### config.mk
export PLATFORM = sky130hd
export DESIGN_NAME = icache_ctrl_flat
export DESIGN_NICKNAME = d
export VERILOG_FILES = /design/src/rtl/icache_ctrl_pkg.sv /design/src/rtl/icache_ctrl_if.sv /design/src/rtl/icache_ctrl_cache_array.sv /design/src/rtl/icache_ctrl.sv /design/src/flat_wrapper.sv
export SDC_FILE = /design/constraint.sdc
export NUM_CORES = 1
export LEC_CHECK = 0
export CAP_MARGIN = 10
export CORE_MARGIN = 3
export CORE_UTILIZATION = 46
export CTS_CLUSTER_DIAMETER = 60
export DETAILED_ROUTE_END_ITERATION = 6
export PLACE_DENSITY = 0.61
export SETUP_SLACK_MARGIN = 0.05
export SLEW_MARGIN = 20
export SYNTH_ARGS = -nofsm -noshare
export SYNTH_HDL_FRONTEND = slang
export SYNTH_SLANG_ARGS = --single-unit
### constraint.sdc
create_clock -name clk -period 13.9 [get_ports clk]
set_input_delay 2.78 -clock clk [delete_from_list [all_inputs] [get_ports clk]]
set_output_delay 2.78 -clock clk [all_outputs]
set_load 0.01 [all_outputs]
### src/rtl/icache_ctrl_pkg.sv
// Shared types and address-field constants for the instruction cache controller.
package cache_pkg;
  localparam int ADDR_W         = 16;
  localparam int WORD_W         = 16;
  localparam int WORDS_PER_LINE = 4;
  localparam int WSEL_W         = 2;   // word-within-line select width
  localparam int WORD_LSB       = 1;   // Addr[2:1] selects the word
  localparam int INDEX_LSB      = 3;   // index starts right above the word select

  typedef enum logic [1:0] {IDLE, FILL, WRITE, RESP} state_e;

  typedef logic [WORDS_PER_LINE-1:0][WORD_W-1:0] line_t;

  // Tag is whatever is left of the address above index and word offset.
  function automatic int tag_w(input int index_bits);
    return ADDR_W - INDEX_LSB - index_bits;
  endfunction
endpackage

### src/rtl/icache_ctrl_if.sv
// Fetch-side request port plus backing-memory port of the cache controller.
// master = requester and backing memory, slave = the cache controller.
interface icache_ctrl_if;
  import cache_pkg::*;
  logic [ADDR_W-1:0] Addr;
  logic [WORD_W-1:0] DataIn;
  logic              Rd;
  logic              Wr;
  logic [WORD_W-1:0] DataOut;
  logic              Done;
  logic              Stall;
  logic              CacheHit;
  logic              err;
  logic              mem_req;
  logic              mem_we;
  logic [ADDR_W-1:0] mem_addr;
  logic [WORD_W-1:0] mem_wdata;
  logic              mem_ack;
  logic [WORD_W-1:0] mem_rdata;

  modport master (
    output Addr, DataIn, Rd, Wr, mem_ack, mem_rdata,
    input  DataOut, Done, Stall, CacheHit, err, mem_req, mem_we, mem_addr, mem_wdata
  );

  modport slave (
    input  Addr, DataIn, Rd, Wr, mem_ack, mem_rdata,
    output DataOut, Done, Stall, CacheHit, err, mem_req, mem_we, mem_addr, mem_wdata
  );
endinterface

### src/rtl/icache_ctrl_cache_array.sv
// Direct-mapped line storage: valid/tag/4-word data per line, async read port,
// one synchronous word write and one tag/valid write per cycle.
module cache_array
  import cache_pkg::*;
#(
  parameter int INDEX_BITS = 4,
  parameter int TAG_W      = 9
) (
  input  logic                  clk,
  input  logic                  rst,
  input  logic [INDEX_BITS-1:0] rd_idx,
  output logic                  rd_valid,
  output logic [TAG_W-1:0]      rd_tag,
  output line_t                 rd_line,
  input  logic [INDEX_BITS-1:0] wr_idx,
  input  logic                  word_we,
  input  logic [WSEL_W-1:0]     wr_word,
  input  logic [WORD_W-1:0]     wr_data,
  input  logic                  line_we,
  input  logic                  line_valid,
  input  logic [TAG_W-1:0]      line_tag
);
  localparam int LINES = 1 << INDEX_BITS;

  logic [LINES-1:0] valid_q;
  logic [TAG_W-1:0] tag_q  [LINES];
  line_t            data_q [LINES];

  assign rd_valid = valid_q[rd_idx];
  assign rd_tag   = tag_q[rd_idx];
  assign rd_line  = data_q[rd_idx];

  // Valid bits are the only state cleared by reset.
  always_ff @(posedge clk) begin
    if (rst)          valid_q         <= '0;
    else if (line_we) valid_q[wr_idx] <= line_valid;
  end

  // Tag and data storage; contents are meaningless until the valid bit is set.
  always_ff @(posedge clk) begin
    if (line_we) tag_q[wr_idx]           <= line_tag;
    if (word_we) data_q[wr_idx][wr_word] <= wr_data;
  end
endmodule

### src/rtl/icache_ctrl.sv
// Direct-mapped read-allocate, write-through/no-allocate cache controller.
// Hits answer combinationally in IDLE; misses fill words 0..3 in order.
module icache_ctrl
  import cache_pkg::*;
#(
  parameter int INDEX_BITS = 4
) (
  input  logic        clk,
  input  logic        rst,
  icache_ctrl_if.slave bus
);
  localparam int TAG_W = tag_w(INDEX_BITS);

  state_e            state_q, state_d;
  logic [WSEL_W-1:0] cnt_q, cnt_d;
  logic              op_rd_q, op_rd_d;

  logic [INDEX_BITS-1:0] idx;
  logic [TAG_W-1:0]      tag;
  logic [WSEL_W-1:0]     word;
  logic                  req_err, hit;

  logic                  arr_valid;
  logic [TAG_W-1:0]      arr_tag;
  line_t                 arr_line;
  logic                  a_word_we, a_line_we, a_line_valid;
  logic [WSEL_W-1:0]     a_wr_word;
  logic [WORD_W-1:0]     a_wr_data;

  // The requester holds Addr stable while stalled, so fields come straight off the port.
  assign word    = bus.Addr[WORD_LSB +: WSEL_W];
  assign idx     = bus.Addr[INDEX_LSB +: INDEX_BITS];
  assign tag     = bus.Addr[ADDR_W-1 -: TAG_W];
  assign hit     = arr_valid && (arr_tag == tag);
  assign req_err = (bus.Rd && bus.Wr) || (bus.Addr[0] && (bus.Rd || bus.Wr));

  cache_array #(.INDEX_BITS(INDEX_BITS), .TAG_W(TAG_W)) u_array (
    .clk       (clk),
    .rst       (rst),
    .rd_idx    (idx),
    .rd_valid  (arr_valid),
    .rd_tag    (arr_tag),
    .rd_line   (arr_line),
    .wr_idx    (idx),
    .word_we   (a_word_we),
    .wr_word   (a_wr_word),
    .wr_data   (a_wr_data),
    .line_we   (a_line_we),
    .line_valid(a_line_valid),
    .line_tag  (tag)
  );

  // State, fill word counter and the read/write flag for the RESP cycle.
  always_ff @(posedge clk) begin
    if (rst) begin
      state_q <= IDLE;
      cnt_q   <= '0;
      op_rd_q <= 1'b0;
    end else begin
      state_q <= state_d;
      cnt_q   <= cnt_d;
      op_rd_q <= op_rd_d;
    end
  end

  // Next state, handshake outputs and array write controls.
  always_comb begin
    state_d       = state_q;
    cnt_d         = cnt_q;
    op_rd_d       = op_rd_q;
    bus.DataOut   = '0;
    bus.Done      = 1'b0;
    bus.Stall     = 1'b0;
    bus.CacheHit  = 1'b0;
    bus.err       = 1'b0;
    bus.mem_req   = 1'b0;
    bus.mem_we    = 1'b0;
    bus.mem_addr  = '0;
    bus.mem_wdata = '0;
    a_word_we     = 1'b0;
    a_line_we     = 1'b0;
    a_line_valid  = 1'b0;
    a_wr_word     = cnt_q;
    a_wr_data     = bus.mem_rdata;
    // Reset quiets every output in the same cycle, including a pending mem_req.
    if (!rst) begin
      unique case (state_q)
        IDLE: begin
          if (req_err) begin
            bus.err  = 1'b1;
            bus.Done = 1'b1;
          end else if (bus.Rd) begin
            if (hit) begin
              bus.Done     = 1'b1;
              bus.CacheHit = 1'b1;
              bus.DataOut  = arr_line[word];
            end else begin
              // Invalidate first so a fill cut short never exposes mixed old/new words.
              bus.Stall = 1'b1;
              state_d   = FILL;
              cnt_d     = '0;
              op_rd_d   = 1'b1;
              a_line_we = 1'b1;
            end
          end else if (bus.Wr) begin
            bus.Stall = 1'b1;
            state_d   = WRITE;
            op_rd_d   = 1'b0;
          end
        end
        FILL: begin
          bus.Stall    = 1'b1;
          bus.mem_req  = 1'b1;
          bus.mem_addr = {tag, idx, cnt_q, 1'b0};
          if (bus.mem_ack) begin
            a_word_we = 1'b1;
            cnt_d     = cnt_q + 2'd1;
            if (cnt_q == 2'd3) begin
              a_line_we    = 1'b1;
              a_line_valid = 1'b1;
              state_d      = RESP;
            end
          end
        end
        WRITE: begin
          bus.Stall     = 1'b1;
          bus.mem_req   = 1'b1;
          bus.mem_we    = 1'b1;
          bus.mem_addr  = bus.Addr;
          bus.mem_wdata = bus.DataIn;
          if (bus.mem_ack) begin
            // Write-through: update a resident copy, never allocate.
            a_word_we = hit;
            a_wr_word = word;
            a_wr_data = bus.DataIn;
            state_d   = RESP;
          end
        end
        RESP: begin
          bus.Done    = 1'b1;
          bus.DataOut = op_rd_q ? arr_line[word] : '0;
          state_d     = IDLE;
        end
        default: state_d = IDLE;
      endcase
    end
  end
endmodule
### src/flat_wrapper.sv
// flat-port wrapper written by rule: the top's interface ports become plain ports
module icache_ctrl_flat import cache_pkg::*;
#(
  parameter int INDEX_BITS = 4
)
  (clk, rst, bus_Addr, bus_DataIn, bus_Rd, bus_Wr, bus_mem_ack, bus_mem_rdata, bus_DataOut, bus_Done, bus_Stall, bus_CacheHit, bus_err, bus_mem_req, bus_mem_we, bus_mem_addr, bus_mem_wdata);
  icache_ctrl_if bus_i ();
  input  logic clk;
  input  logic rst;
  input wire logic [$bits(bus_i.Addr)-1:0] bus_Addr;
  input wire logic [$bits(bus_i.DataIn)-1:0] bus_DataIn;
  input wire logic [$bits(bus_i.Rd)-1:0] bus_Rd;
  input wire logic [$bits(bus_i.Wr)-1:0] bus_Wr;
  input wire logic [$bits(bus_i.mem_ack)-1:0] bus_mem_ack;
  input wire logic [$bits(bus_i.mem_rdata)-1:0] bus_mem_rdata;
  output wire logic [$bits(bus_i.DataOut)-1:0] bus_DataOut;
  output wire logic [$bits(bus_i.Done)-1:0] bus_Done;
  output wire logic [$bits(bus_i.Stall)-1:0] bus_Stall;
  output wire logic [$bits(bus_i.CacheHit)-1:0] bus_CacheHit;
  output wire logic [$bits(bus_i.err)-1:0] bus_err;
  output wire logic [$bits(bus_i.mem_req)-1:0] bus_mem_req;
  output wire logic [$bits(bus_i.mem_we)-1:0] bus_mem_we;
  output wire logic [$bits(bus_i.mem_addr)-1:0] bus_mem_addr;
  output wire logic [$bits(bus_i.mem_wdata)-1:0] bus_mem_wdata;
  assign bus_i.Addr = bus_Addr;
  assign bus_i.DataIn = bus_DataIn;
  assign bus_i.Rd = bus_Rd;
  assign bus_i.Wr = bus_Wr;
  assign bus_i.mem_ack = bus_mem_ack;
  assign bus_i.mem_rdata = bus_mem_rdata;
  assign bus_DataOut = bus_i.DataOut;
  assign bus_Done = bus_i.Done;
  assign bus_Stall = bus_i.Stall;
  assign bus_CacheHit = bus_i.CacheHit;
  assign bus_err = bus_i.err;
  assign bus_mem_req = bus_i.mem_req;
  assign bus_mem_we = bus_i.mem_we;
  assign bus_mem_addr = bus_i.mem_addr;
  assign bus_mem_wdata = bus_i.mem_wdata;
  icache_ctrl #(.INDEX_BITS(INDEX_BITS)) u_core (.clk(clk), .rst(rst), .bus(bus_i));
endmodule
==> results of run 1 <==
## cell usage in the layout, fill, tap and decap left out, types with 25 or more instances in the layout
| master | netlist | final |
|---|---|---|
| sky130_fd_sc_hd__edfxtp_1 | 1168 | 1168 |
| sky130_fd_sc_hd__mux4_2 | 351 | 351 |
| sky130_fd_sc_hd__clkbuf_16 | 0 | 119 |
| sky130_fd_sc_hd__buf_4 | 8 | 113 |
| sky130_fd_sc_hd__clkdlybuf4s50_1 | 0 | 100 |
| sky130_fd_sc_hd__nor3_2 | 13 | 63 |
| sky130_fd_sc_hd__mux2i_1 | 55 | 55 |
| sky130_fd_sc_hd__nor2_1 | 36 | 33 |
| sky130_fd_sc_hd__nand2_1 | 28 | 28 |
| sky130_fd_sc_hd__a21oi_1 | 25 | 25 |
| sky130_fd_sc_hd__clkinv_2 | 0 | 25 |
## cell families (layout without fill, tap and decap cells)
| kind of cell | after synthesis | in the layout |
|---|---|---|
| and+or+nand+nor | 232 | 232 |
| muxes | 425 | 425 |
| AOI/OAI and AO/OA | 106 | 106 |
| DFF | 1189 | 1189 |
| other | 0 | 1 |
| adders and majority gates | 6 | 6 |
| buffers and inverters | 146 | 456 |
| xor gates and xnor gates | 6 | 6 |
## path summary, 6_finish.rpt
| path | slack [ns] | endpoint | from | cells after the start |
|---|---|---|---|---|
| max reg2reg | 9.71 | u_core.u_array.data_q[8][20]$_DFFE_PP_ | u_core.u_array.tag_q[7][0]$_DFFE_PP_ | 10 |
| min reg2reg | 0.47 | u_core.u_array.valid_q[13]$_SDFFE_PP0P_ | u_core.u_array.valid_q[13]$_SDFFE_PP0P_ | 2 |
| max | 2.98 | bus_DataOut[15] | bus_Addr[4] | 13 |
| min | 0.47 | u_core.u_array.valid_q[13]$_SDFFE_PP0P_ | u_core.u_array.valid_q[13]$_SDFFE_PP0P_ | 2 |
## report_power, final
part	internal [mW]	switching (mW)
sequential	3.99	0.00754
clock	1.81	1.34
combinational	0.194	0.354
total	5.99	1.70
## cell type report
| class | instances | area, sq um |
|---|---|---|
| multi-input combinational | 775 | 11300 |
| inverter | 17 | 63.81 |
| clock buffer | 139 | 3053 |
| antenna | 1 | 2.502 |
| timing repair buffer | 218 | 1901 |
| clock inverter | 82 | 822.0 |
| fill | 7659 | 46540 |
| sequential | 1189 | 35490 |
| tap | 1357 | 1698 |
## per-stage QoR
step | hold WS (ns) | setup WS, ns | cells | util [%] | power (mW)
2_1_floorplan | 0.4408 | 5.710 | 2110 | - | 4.389
3_3_place_gp | 0.4524 | 2.797 | 3556 | 49.97 | 4.601
3_5_place_dp | 0.4605 | 2.994 | 3556 | 50.00 | 4.618
4_1_cts | 0.4681 | 2.995 | 3777 | 53.84 | 7.755
5_1_grt | 0.4987 | 2.736 | 3777 | 53.86 | 7.926
6_report | 0.4682 | 2.979 | 3778 | 53.86 | 7.695
## worst register-to-register path: cells and delay by family (launching register included)
family	cells	cell delay (ns)
AND/OR/NAND/NOR	1	0.35
buffers and inverters	2	0.83
multiplexers	1	0.23
flip-flops	1	0.37
AO/OA/AOI/OAI	6	2.03
## layer usage
layer  vias to the layer above  share of wire, %  GRT usage, %  wire (um)
met5                         -                 0             0          0
met4                         0               2.4         5.754       2882
met3                       189               8.9         5.367      10750
met2                      1091                49         36.61      58950
met1                     12500                40         31.89      48540
li1                       9433                 -             -          -
## registers in the layout, indices dropped and copies added, names as in the netlist
register                flops
u_core.cnt_q                2
u_core.u_array.tag_q      144
u_core.u_array.data_q    1024
u_core.op_rd_q              1
u_core.u_array.valid_q     16
u_core.state_q              2
==> impl.org, run 1 <==
** Global route
- First-pass GRT wire length :: 172700 um
- Combined global-route utilization of all metal layers :: 22.83%
- Global routing finished with a remaining overflow of 0.
- Entering global routing, the biggest net connects 73 pins.
- The initial antenna violation count came to 5.
- Via count of the first global-routing pass :: 23660

** Route
- Starting DRT DRC Count :: 2847
- After detailed routing, the average wire length per cell comes to 32.06 um.
- Summed over all layers, the routed wires come to 121100 um.
- Across all layers, the routed design uses 23220 vias.
- In the routed design, unresolved DRC markers number 0.
- Antenna Violating Nets Remaining :: 0
- In the routed layout, each cell is associated on average with a via count of 6.145.
- Pre-antenna DRT Iters :: 5

** Clocking
- The number of clock buffers added by TritonCTS is 118.
- Setup repair bufs after CTS :: 0
- Maximum clock path buffer count :: 3
- The root buffer cell chosen for the clock tree is sky130_fd_sc_hd__clkbuf_16.
- Clock tree from TritonCTS :: done
- H-tree depth :: 3
- For the worst-skew pair, the clock arrives at the later sink with an insertion delay of 0.71 ns.
- The clock drives 1189 sinks.
- After clock tree synthesis, the flow added hold-fix buffers numbering 0.
- After clock tree synthesis, the clock-pin slew on the worst setup and hold paths is 0.05 ns.
- The number of gates resized after CTS was 0.

** Placement
- Count of buffers from port buffering :: 106
- RD Place Congestion :: 0.8052
- The wire-length estimate of the detail-placed layout is 69200 um.
- The placed instances occupy a cell area of 50430 sq um.

** Yosys
- The netlist uses 55 different library cells.
- After synthesis, the largest family of logic cells by area is multiplexers.
- Summing the areas of all xor and xnor instances in the mapped netlist gives 0.1115% of the synthesized area.
- Number of flops mapped to enable cells by yosys :: 1168
- Of all flip-flops after synthesis, the portion carrying an async set or reset was 0%.
- Cell type with the largest total area after synthesis :: sky130_fd_sc_hd__edfxtp_1
- For this run, the register share of the synthesized area comes to 75.31%.
- Post-synthesis net count :: 2169
- Cells after synthesis :: 2110
- The synthesized netlist devotes 2.902% of its cell area to simple gates.
- Among all cell types in the netlist, the one instantiated most often is sky130_fd_sc_hd__edfxtp_1.
- After Yosys synthesis, full adders, half adders and majority gates account for 0.1593% of the synthesized area.
- In the synthesized netlist, the cells that appear most often are sky130_fd_sc_hd__edfxtp_1, sky130_fd_sc_hd__mux4_2, sky130_fd_sc_hd__clkbuf_1.
- Area of the mapped netlist :: 47130 sq um
- Portion of netlist area occupied by mux cells :: 18.40%
- Each instance of the synthesized netlist takes up on average 22.34 sq um.
- Largest cells by area after synthesis :: sky130_fd_sc_hd__edfxtp_1, sky130_fd_sc_hd__mux4_2, sky130_fd_sc_hd__mux2i_1, sky130_fd_sc_hd__dfxtp_1, sky130_fd_sc_hd__nor3_1
- The synthesized netlist devotes 1.651% of its cell area to compound gates.
- The synthesized design contains 1189 register bits.
- Predominant post-synthesis flop cell :: sky130_fd_sc_hd__edfxtp_1
- Yosys warning total :: 0
- Fraction of post-synthesis cell area in the top cell type by area :: 74.42%

** Finish
- In the final layout, the share of cells above drive strength 1 is 31.24%.
- Summing all non-filler instances in the final layout gives an area of 54330 sq um.
- After the last flow step, the layout net total stands at 2378.
- From synthesis to final layout, the design area changed by 15.29%.

** Setup path
- Start-to-end type of the worst setup path :: primary input to output port
- In this run the worst path has a maximum fanout of 72.
- Most prevalent standard cell on the critical path :: sky130_fd_sc_hd__buf_4
- The cell family contributing the most delay on the critical path is buffers and inverters.
- STA classifies the critical path endpoint as an output port.
- CP required :: 11.12 ns
- The worst setup path is launched from a primary input.
- Counting both buffers and inverters, the worst setup path holds a total of 5.
- Maximum single-stage delay on the critical path :: 0.98 ns
- Crit path cell chain :: buf_8 -> buf_4 -> mux4_2 -> mux2i_1 -> xnor2_1 -> nor3b_1 -> nand4_1 -> a211oi_2 -> buf_4 -> a22oi_2 -> buf_4 -> nor4b_1 -> clkdlybuf4s50_1
- Among all stages on the critical path, the largest delay is contributed by sky130_fd_sc_hd__nor4b_1.
- Data arrival time at the worst-slack endpoint :: 8.14 ns

** Timing
- At the pin with the least slew margin, the transition time is 1.154 ns.
- Setup violations remaining at the end of the flow were counted as 0.
- The worst path needs 10.92 ns of the cycle, external delays included.
- Number of slew-limit violations in the final report :: 0
- For the final database, setup skew stands at 0.04979 ns.
- Adding up every negative setup slack in the final design gives 0 ns.
- Setup repair after global routing left no endpoint under its margin.
- Share of the cycle needed by the critical path after routing :: 78.57%
- The final hold violation count was 0.
- Timing-limited maximum frequency :: 0.09157 GHz
- The worst pin sits at a relative slew slack of 21.98%.

** Floorplan
- In this run the horizontal extent of the chip is 326.1 um.
- The floorplan step set the die height to 326.1 um.
- For this configuration, the core starts out at a cell density of 46.72%.
- Area of the core region :: 100900 sq um
- Area of the die :: 106300 sq um
- Number of placement rows :: 116
- Number of I/O pins :: 107

** Run status
- The run finished with clean final reports.

** Power
- Lkg Pwr :: 16.84 nW
- Dividing total power by cell area gives a power density of 141.6 nW/um^2.
- Worst supply voltage drop on vdd :: 0.0001059 V

** Job
- Max-cap violations :: 0

** Hold path
- Hold Path Class :: register to register
No activity file was read; power rests on OpenSTA's default activity.
==> inputs of run 2 (changes only) <==
clock period = 10.1 ns   (was 13.9 ns; I/O delays follow)
==> impl.org, run 2 (same netlist as run 1, synthesis figures left out) <==
** Run status
- The flow ran to the end, and the final reports show no timing, DRC or antenna violations.

** Job
- The max-cap check violation count is 0 (unchanged).

** Timing
- The worst clock skew on the final layout is 0.02726 ns (-0.02253 ns).
- Final-layout worst hold slack :: 0.4637 ns (-0.004534 ns)
- The total of endpoints with negative setup slack in the final report was 0 (unchanged).
- Counting I/O delays and the setup requirement, the final critical path takes 8.665 ns.
- The final hold violation count came to 0 (unchanged).
- The actual transition at the worst max-transition pin was 1.155 ns (+0.001185 ns).
- Share of the cycle needed by the critical path after routing :: 85.79%
- Remaining max-slew budget at the tightest pin :: 22.99% (+1.0 points)
- Timing would allow up to 0.1154 GHz.
- Total negative setup slack :: 0 ns (unchanged)
- Setup repair after global routing left no endpoint under its margin.
- Number of slew-limit violations in the final report :: 0 (unchanged)

** Global route
- The number of global-route vias before repair is 23540 (-0.50%).
- The pin count of the biggest net entering global routing was 89 (+22%).
- The total overflow reported by the global router was 0 (unchanged).
- First-pass GRT wire length :: 168300 um (-2.6%)
- The initial antenna violation count was 16 (+11).
- The total track usage came to 22.05% (-0.78 points).

** Floorplan
- The die outline width was 326.1 um (unchanged).
- The die height was 326.1 um (unchanged).
- Number of placement rows :: 116 (unchanged)
- The number of primary I/O pins came to 107 (unchanged).
- Area of the die :: 106300 sq um (unchanged)
- Initial core utilization :: 46.72% (unchanged)
- Area of the core region :: 100900 sq um (unchanged)

** Route
- Starting DRT DRC Count :: 2922 (+2.6%)
- Vias after detailed routing :: 22800 (-1.8%)
- Pre-antenna DRT Iters :: 6 (+1)
- Detailed-route DRC error count :: 0 (unchanged)
- Antenna Violating Nets Remaining :: 0 (unchanged)
- Via density per instance :: 6.057 (-1.4%)
- The total wirelength of the detailed-routed design was 116700 um (-3.6%).
- WL/cell :: 31.01 um (-3.3%)

** Setup path
- On the critical path, the stage with the largest delay is an instance of sky130_fd_sc_hd__buf_4.
- Data arrival time at the worst-slack endpoint :: 6.65 ns (-1.49 ns)
- The peak per-stage delay on the critical path is 0.85 ns (-0.13 ns).
- CP required :: 8.08 ns (-3.04 ns)
- STA classifies the critical path endpoint as an output port.
- Startpoint kind of the worst setup timing path :: primary input
- The cell that appears most often on the critical path is sky130_fd_sc_hd__buf_4.
- Walking the worst path, the cells encountered are buf_4 -> buf_4 -> mux4_2 -> nor3b_1 -> nand4_1 -> a211oi_2 -> buf_4 -> a22oi_2 -> buf_4 -> nor4b_2 -> clkdlybuf4s50_1.
- The largest driver fanout on the critical path came to 47 (-35%).
- The setup path with the least slack is of type primary input to output port.

** Finish
- Post-layout net count :: 2361 (-0.71%)
- The number of flip-flops under the largest register name came to 1024 (unchanged).
- Cell area after layout :: 54190 sq um (-0.27%)
- In the final layout, the registers with the most flip-flops are u_core.u_array.data_q x1024, u_core.u_array.tag_q x144, u_core.u_array.valid_q x16.
- The share of post-route cells with drive strength above 1 is 30.27% (-0.97 points).
- Largest reg by FF count :: u_core.u_array.data_q
- Commonest non-fill, non-tap cell in the layout :: sky130_fd_sc_hd__edfxtp_1
- The number of filler instances in the final layout came to 7642 (-0.22%).
- Leaving out fill and tap cells, the most frequent cells in the layout are sky130_fd_sc_hd__edfxtp_1, sky130_fd_sc_hd__mux4_2, sky130_fd_sc_hd__clkbuf_16.
- Area growth, synth to finish :: 14.97%

** Power
- Power per cell area :: 194.7 nW/um^2 (+37%)
- The worst vdd rail ir drop came to 0.0001392 V (+32%).
- Lkg Pwr :: 16.77 nW (-0.38%)

** Clocking
- H-tree depth :: 3 (unchanged)
- Hold_buf cts :: 0 (unchanged)
- Clock tree from TritonCTS :: done
- Clock latency of the later-clocked register in the worst-skew pair :: 0.70 ns (about the same)
- The number of setup buffers added after CTS came to 0 (unchanged).
- The clock input transition at the sequential cells of the worst setup and hold paths was 0.06 ns (about the same).
- The total of cells resized after clock tree synthesis was 0 (unchanged).
- Maximum clock path buffer count :: 3 (unchanged)
- The total clock buffers created by CTS is 117 (-0.85%).
- Sink count of the clock tree :: 1189 (unchanged)
- Cell at the root of the clock tree :: sky130_fd_sc_hd__clkbuf_16

** Placement
- The HPWL after detailed placement was 66860 um (-3.4%).
- Count of buffers from port buffering :: 106 (unchanged)
- The cell area after placement is 50360 sq um (-0.15%).
- RD Place Congestion :: 0.8058 (about the same)

** Hold path
- Hold Path Class :: register to register
-- run 2: changes by cell type in the layout (fill, tap and decap cells not counted), moves of 2 or more --
cell                         delta
sky130_fd_sc_hd__clkinv_1      +10
sky130_fd_sc_hd__clkinv_2       -4
sky130_fd_sc_hd__nor3_4         +2
sky130_fd_sc_hd__clkbuf_1       +2
sky130_fd_sc_hd__nor3_2         -2
sky130_fd_sc_hd__clkinvlp_4     -6
sky130_fd_sc_hd__buf_12         +2
sky130_fd_sc_hd__buf_4         -18
-- run 2: power breakdown --
part	switching, mW	internal (mW)	leakage (nW)
registers	0.0105	5.49	10.7
clock network	1.83	2.46	1.84
logic	0.497	0.268	4.27
-- run 2: routing by layer --
layer / GRT usage [%] / share of wire, % / vias to the layer above / wire [um]
li1: - / - / 9418 / -
met1: 30.97 / 41 / 12270 / 47300
met4: 6.500 / 2.9 / 12 / 3399
met3: 5.678 / 9.0 / 192 / 10480
met5: 0 / 0.070 / - / 82
met2: 34.36 / 48 / 906 / 55470
-- run 2: final cells by class --
class                      instances  area (sq um)  area share (%)
clock buffer                     141          3060           5.648
antenna                            2         5.005        0.009236
inverter                          17         63.81          0.1178
multi-input combinational        775         11320           20.89
tap                             1357          1698           3.133
clock inverter                    81         739.5           1.365
sequential                      1189         35490           65.50
timing repair buffer             202          1805           3.332
-- run 2: final timing paths --
| check | start | end | slack [ns] | cells after the start |
|---|---|---|---|---|
| worst max-delay path | bus_Addr[5] | bus_DataOut[15] | 1.43 | 11 |
| worst min register to register | u_core.u_array.valid_q[12]$_SDFFE_PP0P_ | u_core.u_array.valid_q[12]$_SDFFE_PP0P_ | 0.46 | 2 |
| worst max register to register | u_core.u_array.tag_q[7][7]$_DFFE_PP_ | u_core.u_array.data_q[2][63]$_DFFE_PP_ | 5.77 | 10 |
| worst min-delay path | u_core.u_array.valid_q[12]$_SDFFE_PP0P_ | u_core.u_array.valid_q[12]$_SDFFE_PP0P_ | 0.46 | 2 |
-- run 2: per-stage QoR --
stage,power (mW),cells,util (%),setup slack [ns]
global placement,6.336,3540,49.88,1.447
finish,10.55,3764,53.72,1.435
CTS,10.63,3762,53.69,1.483
detailed placement,6.364,3540,49.92,1.497
floorplan,6.040,2110,-,3.430
global route,10.88,3762,53.71,1.247
-- run 2: worst max-delay path: cells and delay by family --
family | cells | cell delay [ns]
AOI/OAI and AO/OA | 2 | 0.31
and+or+nand+nor | 3 | 1.15
muxes | 1 | 0.38
buffers and inverters | 5 | 2.66
